**src/rtl/instr_ctrl_seq.sv**
```systemverilog
// Instruction-side control sequencer: latches one instruction, steps one-hot ticks T0..T3 and drives datapath strobes.
// Optional retire counter port enabled by defining INSTR_CTRL_SEQ_RETIRE_CNT_EN.
module instr_ctrl_seq #(
  parameter int DATA_W = 16,
  parameter int REG_AW = 4,
  parameter int IMM_W  = 9
) (
  input  logic              clk,
  input  logic              rst,
  input  logic              instr_valid,
  input  logic [DATA_W-1:0] instr,
  output logic              instr_ready,
  input  logic              zero_flag,
  input  logic              mem_ack,
  output logic [3:0]        tick,
  output logic [DATA_W-1:0] ir,
  output logic [REG_AW-1:0] rx_sel,
  output logic [REG_AW-1:0] ry_sel,
  output logic [DATA_W-1:0] imm_ext,
  output logic              rf_rd_en,
  output logic [1:0]        alu_op,
  output logic              alu_b_imm,
  output logic              mem_req,
  output logic              mem_we,
  output logic              rf_we,
  output logic              done
`ifdef INSTR_CTRL_SEQ_RETIRE_CNT_EN
  ,
  output logic [DATA_W-1:0] retire_cnt
`endif
);

  localparam logic [3:0] T0 = 4'b0001;
  localparam logic [3:0] T1 = 4'b0010;
  localparam logic [3:0] T2 = 4'b0100;
  localparam logic [3:0] T3 = 4'b1000;

  localparam logic [2:0] OP_MV   = 3'b000;
  localparam logic [2:0] OP_ADD  = 3'b001;
  localparam logic [2:0] OP_SUB  = 3'b010;
  localparam logic [2:0] OP_MVI  = 3'b011;
  localparam logic [2:0] OP_LD   = 3'b100;
  localparam logic [2:0] OP_ST   = 3'b101;
  localparam logic [2:0] OP_MVNZ = 3'b110;
  localparam logic [2:0] OP_AND  = 3'b111;

  logic [2:0] opcode;
  logic       is_mem;

  assign opcode  = ir[DATA_W-1 -: 3];
  assign is_mem  = (opcode == OP_LD) || (opcode == OP_ST);
  assign rx_sel  = ir[IMM_W+REG_AW-1 : IMM_W];
  assign ry_sel  = ir[IMM_W-1 -: REG_AW];
  assign imm_ext = {{(DATA_W-IMM_W){ir[IMM_W-1]}}, ir[IMM_W-1:0]};

  // Ready is held low during reset so nothing is accepted until the first cycle after rst drops.
  assign instr_ready = (tick == T0) && !rst;

  always_ff @(posedge clk) begin
    if (rst) begin
      tick <= T0;
      ir   <= '0;
    end else begin
      case (tick)
        T0: if (instr_valid && instr_ready) begin
              ir   <= instr;
              tick <= T1;
            end
        T1: tick <= T2;
        T2: if (!is_mem || mem_ack) tick <= T3;
        T3: tick <= T0;
        default: tick <= T0;
      endcase
    end
  end

  // Strobes decode from tick and ir; an illegal tick encoding leaves every strobe low.
  always_comb begin
    rf_rd_en  = 1'b0;
    alu_op    = 2'b00;
    alu_b_imm = 1'b0;
    mem_req   = 1'b0;
    mem_we    = 1'b0;
    rf_we     = 1'b0;
    done      = 1'b0;
    case (tick)
      T1: rf_rd_en = 1'b1;
      T2: begin
        case (opcode)
          OP_ADD:  alu_op = 2'b01;
          OP_SUB:  alu_op = 2'b10;
          OP_AND:  alu_op = 2'b11;
          default: alu_op = 2'b00;
        endcase
        alu_b_imm = (opcode == OP_MVI);
        mem_req   = is_mem;
        mem_we    = (opcode == OP_ST);
      end
      T3: begin
        done = 1'b1;
        case (opcode)
          OP_ST:   rf_we = 1'b0;
          OP_MVNZ: rf_we = ~zero_flag;
          OP_MV, OP_ADD, OP_SUB, OP_MVI, OP_LD, OP_AND: rf_we = 1'b1;
          default: rf_we = 1'b0;
        endcase
      end
      default: ;
    endcase
  end

`ifdef INSTR_CTRL_SEQ_RETIRE_CNT_EN
  // Free-running retire count; wraps naturally at the top of its range.
  always_ff @(posedge clk) begin
    if (rst) retire_cnt <= '0;
    else if (done) retire_cnt <= retire_cnt + 1'b1;
  end
`endif

endmodule

```
**config.mk**
```make
export PLATFORM = sky130hd
export DESIGN_NAME = instr_ctrl_seq
export DESIGN_NICKNAME = d
export VERILOG_FILES = /design/src/rtl/instr_ctrl_seq.sv
export SDC_FILE = /design/constraint.sdc
export NUM_CORES = 1
export LEC_CHECK = 0
export BUFFER_PORTS_ARGS = -buffer_cell sky130_fd_sc_hd__buf_2
export CORE_MARGIN = 1.5
export CORE_UTILIZATION = 35
export CTS_CLUSTER_DIAMETER = 40
export DETAILED_ROUTE_END_ITERATION = 7
export PLACE_DENSITY = 0.69
export SYNTH_ARGS = -nofsm -noshare
export SYNTH_HDL_FRONTEND = slang
export SYNTH_SLANG_ARGS = --single-unit
```
**constraint.sdc**
```tcl
create_clock -name clk -period 2.6 [get_ports clk]
set_clock_uncertainty 0.05 [all_clocks]
set_input_delay 0.13 -clock clk [delete_from_list [all_inputs] [get_ports clk]]
set_output_delay 0.13 -clock clk [all_outputs]
set_load 0.05 [all_outputs]
```
* Word-level counts from Yosys, hierarchy flattened
Cells that the tools add are included.
** Operators by class
- Reduce and logical (&&, ||, !) cells :: 10
- Equal/unequal tests :: 13
- Muxes and demuxes :: 12
- Bitwise logic cells :: 1
** Operators by type and width (number)
- 3-bit equality test, second input constant :: 4
- 4-bit one-hot mux with 3 select lines :: 1
- 4-bit 2-to-1 mux :: 2
- 3-bit by 2-bit equality test with 1-bit output, second input constant :: 2
- 1-bit 2-to-1 mux :: 6
- 2-bit one-hot mux with 3 select lines :: 1
- 6-bit OR reduction :: 1
- 4-bit by 1-bit equality test with 1-bit output, second input constant :: 1
- 4-bit by 2-bit equality test with 1-bit output, second input constant :: 1
- 4-bit by 3-bit equality test with 1-bit output, second input constant :: 1
- 4-bit equality test, second input constant :: 1
- 2-bit AND reduction :: 2
- 3-bit by 1-bit equality test with 1-bit output, second input constant :: 1
- 3-bit logical NOT :: 1
- 1-bit one-hot mux with 3 select lines :: 1
- 1-bit logical AND :: 2
- 1-bit logical NOT :: 2
- 1-bit logical OR :: 2
- 2-bit 2-to-1 mux :: 1
- 2-bit by 1-bit inequality test with 1-bit output, second input constant :: 1
- 2-bit inequality test, second input constant :: 1
- 1-bit inverter :: 1
** Storage, ports and cells
- Register bits after elaboration :: 20

* Longest topological paths before layout
Gate-level depths: netlist of the first run.
- Depth in word-level cells :: 6
- Gate-level depth with buffers :: 5
- Gate-level depth less buffers :: 3

* Worst setup path after synthesis of the first run
OpenSTA, ideal clock, no wires.
- Path kind :: register to output
- From :: register tick[3]
- To :: output port rf_we
- Stages on the path, launching flop included :: 3
- Data arrival time :: 3736 ps
- Slack :: -1316 ps
- Data required time :: 2420 ps
- Cell sequence :: dfxtp_1 > nor4b_1 > a21boi_0
** On the way
- Longest elaborated chain between the ends :: 2
** Ends and longest elaborated chain
- from (decl) :: RTL line 15 : output logic [3:0] tick,
- from (signal assigned) :: RTL line 61 : tick <= T0;
- from (signal assigned) :: RTL line 67 : tick <= T1;
- from (signal assigned) :: RTL line 69 : T1: tick <= T2;
- 4-bit equality test :: RTL line 86 : case (tick)
- 1-bit 2-to-1 mux :: RTL line 86
- to (decl) :: RTL line 25 : output logic rf_we,
Every way passes these cells.

* Worst setup path after layout of the first run
- From :: register tick[2]
- To :: output port alu_b_imm
** On the way
- Longest elaborated chain between the ends :: 2
** Ends and longest elaborated chain
- 4-bit by 3-bit equality test with 1-bit output :: RTL line 86
- 1-bit 2-to-1 mux :: RTL line 86
- to (decl) :: RTL line 22 : output logic alu_b_imm,
Every way passes these cells.

==> results of run 1 <==
## worst reg2reg max path: stages, from the launching register on
cell and delay, ns:
dfxtp_1 0.50, nor4b_4 0.31, nand2_4 0.23, mux2_4 0.36
## cells in the final DEF (no fill, tap or decap), types with 2 or more instances in the layout
cell,n
nor4b_1,2
inv_1,2
nand2_1,2
mux2_4,9
nor2_1,6
buf_2,73
mux2_2,7
dlygate4sd3_1,16
dfxtp_1,20
or4b_1,2
o21ai_0,2
nor2b_1,17
clkbuf_4,3
## state kept, by name, summed over array words and instances (netlist names)
signal  count
ir         16
tick        4
## power groups by stage
stage	logic, mW	clock network [mW]	registers [mW]
3_3_place_gp	0.341	0	0.361
5_1_grt	0.376	0.207	0.361
2_1_floorplan	0.233	0	0.440
6_report	0.359	0.182	0.356
4_1_cts	0.356	0.188	0.356
3_5_place_dp	0.342	0	0.363
## cell usage after synthesis (2+ instances only)
master,n
nor3b_1,2
mux2_2,7
nand2_1,2
o21ai_0,2
nor4b_1,3
or4b_1,2
mux2_4,9
buf_4,24
inv_1,2
nor2_1,6
clkbuf_1,3
dfxtp_1,20
nor2b_1,17
## final timing paths
check | to | cells after the start
setup / recovery | alu_b_imm | 4
hold / removal | tick[3] | 3
setup reg to reg | ir[0] | 3
hold reg to reg | ir[12] | 2
## metal layers
| metal | vias up | track usage | routed length [µm] |
|---|---|---|---|
| li1 | 480 | - | - |
| met1 | 417 | 0.160 | 1060 |
| met2 | 49 | 0.253 | 1260 |
| met3 | 2 | 0.0216 | 162 |
| met4 | 0 | 0.0667 | 16 |
| met5 | - | 0 | 0 |
## cell type report
| cell class | count | area [µm²] | area share |
|---|---|---|---|
| multi-input cells | 63 | 548 | 0.348 |
| repair buffers | 89 | 526 | 0.334 |
| flip-flops and latches | 20 | 400 | 0.255 |
| well taps | 44 | 55.1 | 0.0350 |
| clock buffers | 4 | 36.3 | 0.0231 |
| inverters | 2 | 7.51 | 0.00477 |
## logic make-up (layout without fill, tap and decap cells)
family,count (synthesis),after routing
and+or+nand+nor,38,38
buffers and inverters,30,95
DFF,20,20
xor gates and xnor gates,2,2
AOI/OAI and AO/OA,6,6
muxes,17,17
## timing repair
| action | CTS | global route |
|---|---|---|
| hold endpoints to repair | 12 | 4 |
| resized for setup | 0 | 0 |
| hold buffers | 12 | 4 |
| buffers inserted | 0 | 0 |
## through the flow
step                setup TNS, ns  worst slack [ns]  cells   util  hold WS (ns)
finish                          0             0.490    222  0.511        0.0561
global route                    0             0.300    222  0.511        0.0419
detailed placement              0             0.834    202  0.447         0.309
global placement                0             0.933    202  0.447         0.307
floorplan                  -0.600            -0.261    113      -         0.223
CTS                             0             0.484    218  0.498      0.000352
==> qor.csv, run 1 <==
stage,metric,value,unit
synthesis,main combinational cell family by area after synthesis,simple AND/OR/NAND/NOR gates,
global_routing,All-Layer GR Usage,0.141,
sta,Tmin final,2.11,ns
clock_tree,CTS sink cnt,20,
finish,# nets final,200,
setup_path,crit path buf inv count,1,
finish,FILL cells,297,
finish,area delta synth->final,37.1,%
setup_path,"slowest stage delay, CP",0.52,ns
synthesis,Synth Register Bits,20,
synthesis,area share of fa/ha/maj cells after synthesis,0,
power,Seq pwr share,0.397,
sta,final hold violation count,0,
sta,Slew Limit Headroom,0.687,
synthesis,Synth cell types,27,
global_routing,first-pass GRT wire length,3.79,mm
synthesis,Main synth FF type,dfxtp_1,
sta,Tcrit/Tclk final,0.812,
setup_path,"slowest stage cell, crit path",dfxtp_1,
hold_path,min-delay worst type,in2reg,
setup_path,CP Launch Point,tick[2],
power,clock group share of total power,0.203,
power,combinational power share,0.400,
floorplan,Die X,60.3,µm
floorplan,die area,3630,µm²
drt,routed len/inst,11.2,µm
power,"Power, Total",898,µW
sta,f_max,474,MHz
setup_path,FF-to-FF setup slack,1.04,ns
floorplan,core footprint,3080,µm²
synthesis,syn avg cell area,10.2,µm²
global_routing,vias in the first global route,862,
drt,Routed Antenna Nets,0,
clock_tree,CTS tree,built,
sta,unrepaired setup endpoints after global routing,false,
synthesis,Synth Net Count,134,
finish,Antenna Cells,0,
clock_tree,Num CTS Buffers,3,
clock_tree,root buffer cell,clkbuf_4,
setup_path,worst endpoint data arrival time,1.93,ns
floorplan,Initial Utilization,0.373,
synthesis,area share of the largest cell type after synthesis,0.349,
power,Sw Pwr,373,µW
synthesis,asr flop ratio synth,0,
setup_path,Worst Path Required,2.42,ns
floorplan,cell row count,20,
global_routing,antenna violations before repair,0,
setup_path,reg2reg start,tick[0],
placed_design,Post-DP HPWL,1.69,mm
sta,# setup viols final,0,
synthesis,synthesized cell area,1150,µm²
synthesis,sequential share of the synthesized area,0.349,
placed_design,RD Place Congestion,0.813,
synthesis,xor/xnor cell area share of the yosys netlist,0.0153,
setup_path,crit path capture type,primary output,
drt,DR DRC count,0,
synthesis,Synth area leader,dfxtp_1,
setup_path,crit path cell chain,nor4b_1 > nand2_1 > nor3b_2 > buf_2,
clock_tree,clk_lat worst skew,0.29,ns
synthesis,synth top area cells,"dfxtp_1 (35%), buf_4 (16%), mux2_4 (12%)",
sta,pins over their slew limit,0,
synthesis,Synth Area in Compound Gates,0.0327,
synthesis,synth warn,0,
drt,drt via density,4.27,
drt,DRT Pass-1 Iters,4,
placed_design,port bufs,73,
setup_path,critical path class,reg2out,
global_routing,pin count of the biggest net entering global routing,21,
global_routing,GRT Residual Overflow,0,
power,LEAKAGE,0.850,nW
synthesis,Mapped Cells,113,
hold_path,hold path startpoint,mem_ack,
floorplan,Ports,74,
clock_tree,"Clk pin slew, worst setup/hold paths",0.11,ns
setup_path,critical path peak fanout,9,
job,Max Cap Viol,0,
finish,final instance area,1570,µm²
placed_design,post-placement cell area,1380,µm²
drt,via count,948,
power,switching share of power,0.416,
finish,fraction of layout cells with a size suffix above 1,0.545,
floorplan,Die Ht,60.3,µm
clock_tree,CTS max path bufs,2,
drt,DRT Wirelength,2.50,mm
power,internal power,525,µW
sta,worst slew pin tran,0.463,ns
clock_tree,H-tree depth,1,
drt,drt first-iter violations,17,
setup_path,Setup crit start kind,register,
setup_path,critical path's top delay family,simple AND/OR/NAND/NOR gates,
power,Max IR drop VDD,0.000247,V
synthesis,Post-Synth Simple-Gate Area,0.225,
synthesis,multiplexer area fraction after synthesis,0.195,
run_status,status,completed,
synthesis,Post-synth EDFFs,0,
power,Power Density,571,nW/µm²
(Power assumes the default switching activity.)
==> run 2: changes to the inputs <==
--- a/config.mk
+++ b/config.mk
@@ -10,7 +10,7 @@
 export CORE_UTILIZATION = 35
 export CTS_CLUSTER_DIAMETER = 40
 export DETAILED_ROUTE_END_ITERATION = 7
-export PLACE_DENSITY = 0.69
+export PLACE_DENSITY = 0.72
 export SYNTH_ARGS = -nofsm -noshare
 export SYNTH_HDL_FRONTEND = slang
 export SYNTH_SLANG_ARGS = --single-unit
==> constraint.sdc (replaced) <==
create_clock -name clk -period 1.8 [get_ports clk]
set_clock_uncertainty 0.05 [all_clocks]
set_input_delay 0.09 -clock clk [delete_from_list [all_inputs] [get_ports clk]]
set_output_delay 0.09 -clock clk [all_outputs]
set_load 0.05 [all_outputs]
==> qor.csv, run 2 (synthesis gave the netlist of run 1 again) <==
stage,metric,value,unit
run_status,status,completed,
setup_path,crit path cell chain,buf_6 > or4b_4 > nor2_4 > buf_8,
power,Power Density,739,nW/µm²
finish,"most common cell after layout, fill and taps aside",buf_2,
global_routing,vias in the first global route,959,
sta,Slew Limit Headroom,0.729,
drt,DR DRC count,0,
global_routing,antenna violations before repair,0,
clock_tree,clk_lat worst skew,0.30,ns
drt,via count,1034,
floorplan,die area,3630,µm²
floorplan,core footprint,3080,µm²
setup_path,Setup crit start kind,register,
global_routing,GRT Residual Overflow,0,
clock_tree,CTS tree,built,
power,Seq pwr share,0.396,
drt,drt via density,4.52,
clock_tree,"Clk pin slew, worst setup/hold paths",0.12,ns
placed_design,RD Place Congestion,0.777,
floorplan,Die Ht,60.3,µm
power,combinational power share,0.430,
clock_tree,CTS sink cnt,20,
sta,hold_ws,0.0421,ns
setup_path,critical path class,reg2out,
setup_path,Worst Path Required,1.66,ns
drt,DRT Pass-1 Iters,2,
sta,Tmin final,1.74,ns
finish,largest registers,"ir (16), tick (4)",
job,Max Cap Viol,0,
sta,# setup viols final,0,
drt,routed len/inst,12.6,µm
clock_tree,root buffer cell,clkbuf_4,
floorplan,Die X,60.3,µm
sta,Sum Neg Setup Slack,0,ns
clock_tree,Num CTS Buffers,3,
finish,Antenna Cells,0,
power,Max IR drop VDD,0.000350,V
finish,utilization after layout,0.565,
placed_design,Post-DP HPWL,1.84,mm
sta,Tcrit/Tclk final,0.966,
finish,most frequent cells in the layout,"buf_2 (67), nor2b_1 (17), dlygate4sd3_1 (16), dfxtp_1 (16), mux2_4 (9)",
drt,drt first-iter violations,13,
finish,# nets final,207,
setup_path,"slowest stage delay, CP",0.54,ns
placed_design,post-placement cell area,1460,µm²
power,internal power,733,µW
power,LEAKAGE,0.896,nW
finish,most flop-heavy register,ir,
power,Sw Pwr,554,µW
finish,fraction of layout cells with a size suffix above 1,0.632,
clock_tree,H-tree depth,1,
hold_path,min-delay worst type,in2reg,
drt,Routed Antenna Nets,0,
placed_design,port bufs,73,
global_routing,All-Layer GR Usage,0.155,
global_routing,pin count of the biggest net entering global routing,20,
floorplan,cell row count,20,
finish,area delta synth->final,51.7,%
power,clock group share of total power,0.174,
power,"Power, Total",1.29,mW
setup_path,crit path buf inv count,2,
setup_path,crit path capture type,primary output,
finish,final instance area,1740,µm²
setup_path,"slowest stage cell, crit path",or4b_4,
sta,pins over their slew limit,0,
finish,Largest register FFs,16,
sta,f_max,575,MHz
sta,final hold violation count,0,
floorplan,Initial Utilization,0.373,
drt,DRT Wirelength,2.88,mm
setup_path,worst endpoint data arrival time,1.60,ns
global_routing,first-pass GRT wire length,4.22,mm
setup_path,critical path's top delay family,simple AND/OR/NAND/NOR gates,
floorplan,Ports,74,
clock_tree,CTS max path bufs,2,
sta,worst slew pin tran,0.406,ns
setup_path,critical path peak fanout,9,
power,switching share of power,0.430,
[run 2: cell types whose count changed in the layout (fill, tap and decap cells not counted), sizes merged]
cell	change
clkbuf	+1
buf	+6
[run 2: power groups by stage]
stage	logic [mW]	registers, mW	clock network, mW
final	0.553	0.510	0.224
after global routing	0.576	0.516	0.264
after CTS	0.546	0.509	0.241
after detailed placement	0.518	0.517	0
after global placement	0.513	0.514	0
after floorplan	0.342	0.637	0
[run 2: tightest hold or removal path: stages]
cell and delay (ns):
buf_2 0.08, nor3b_1 0.05, nor3_1 0.13
[run 2: final timing paths]
check	startpoint	end	slack, ns	depth (start not counted)
worst min register to register	tick[2]	tick[0]	0.51	1
worst max-delay path	tick[0]	mem_req	0.06	4
worst max register to register	tick[2]	ir[5]	0.22	4
worst min-delay path	mem_ack	tick[3]	0.04	3
[run 2: per-stage QoR]
step / std cells / worst slack (ns)
5_1_grt: 229 / -0.0148
4_1_cts: 225 / -0.0161
6_report: 229 / 0.0613
3_5_place_dp: 205 / 0.0922
3_3_place_gp: 205 / 0.107
2_1_floorplan: 113 / -0.00358
[run 2: per-layer routing]
metal,global-route usage,vias to the layer above,share of wire
li1,-,498,-
met1,0.150,490,0.36
met2,0.323,46,0.58
met3,0.0346,0,0.058
met4,0.0349,0,0
met5,0,-,0
[run 2: area by class of cell]
type	count	area (µm²)
sequential	20	410
multi-input combinational	63	629
inverter	2	7.51
tap	44	55.1
timing repair buffer	96	612
clock buffer	4	26.3
fill	273	1340
[run 2: repair_timing]
item,in CTS,in global routing
buffers inserted,0,4
hold endpoints to repair,16,0
gates resized for setup,8,9
hold buffers,16,0
pin swaps,0,4
setup endpoints to repair,6,7
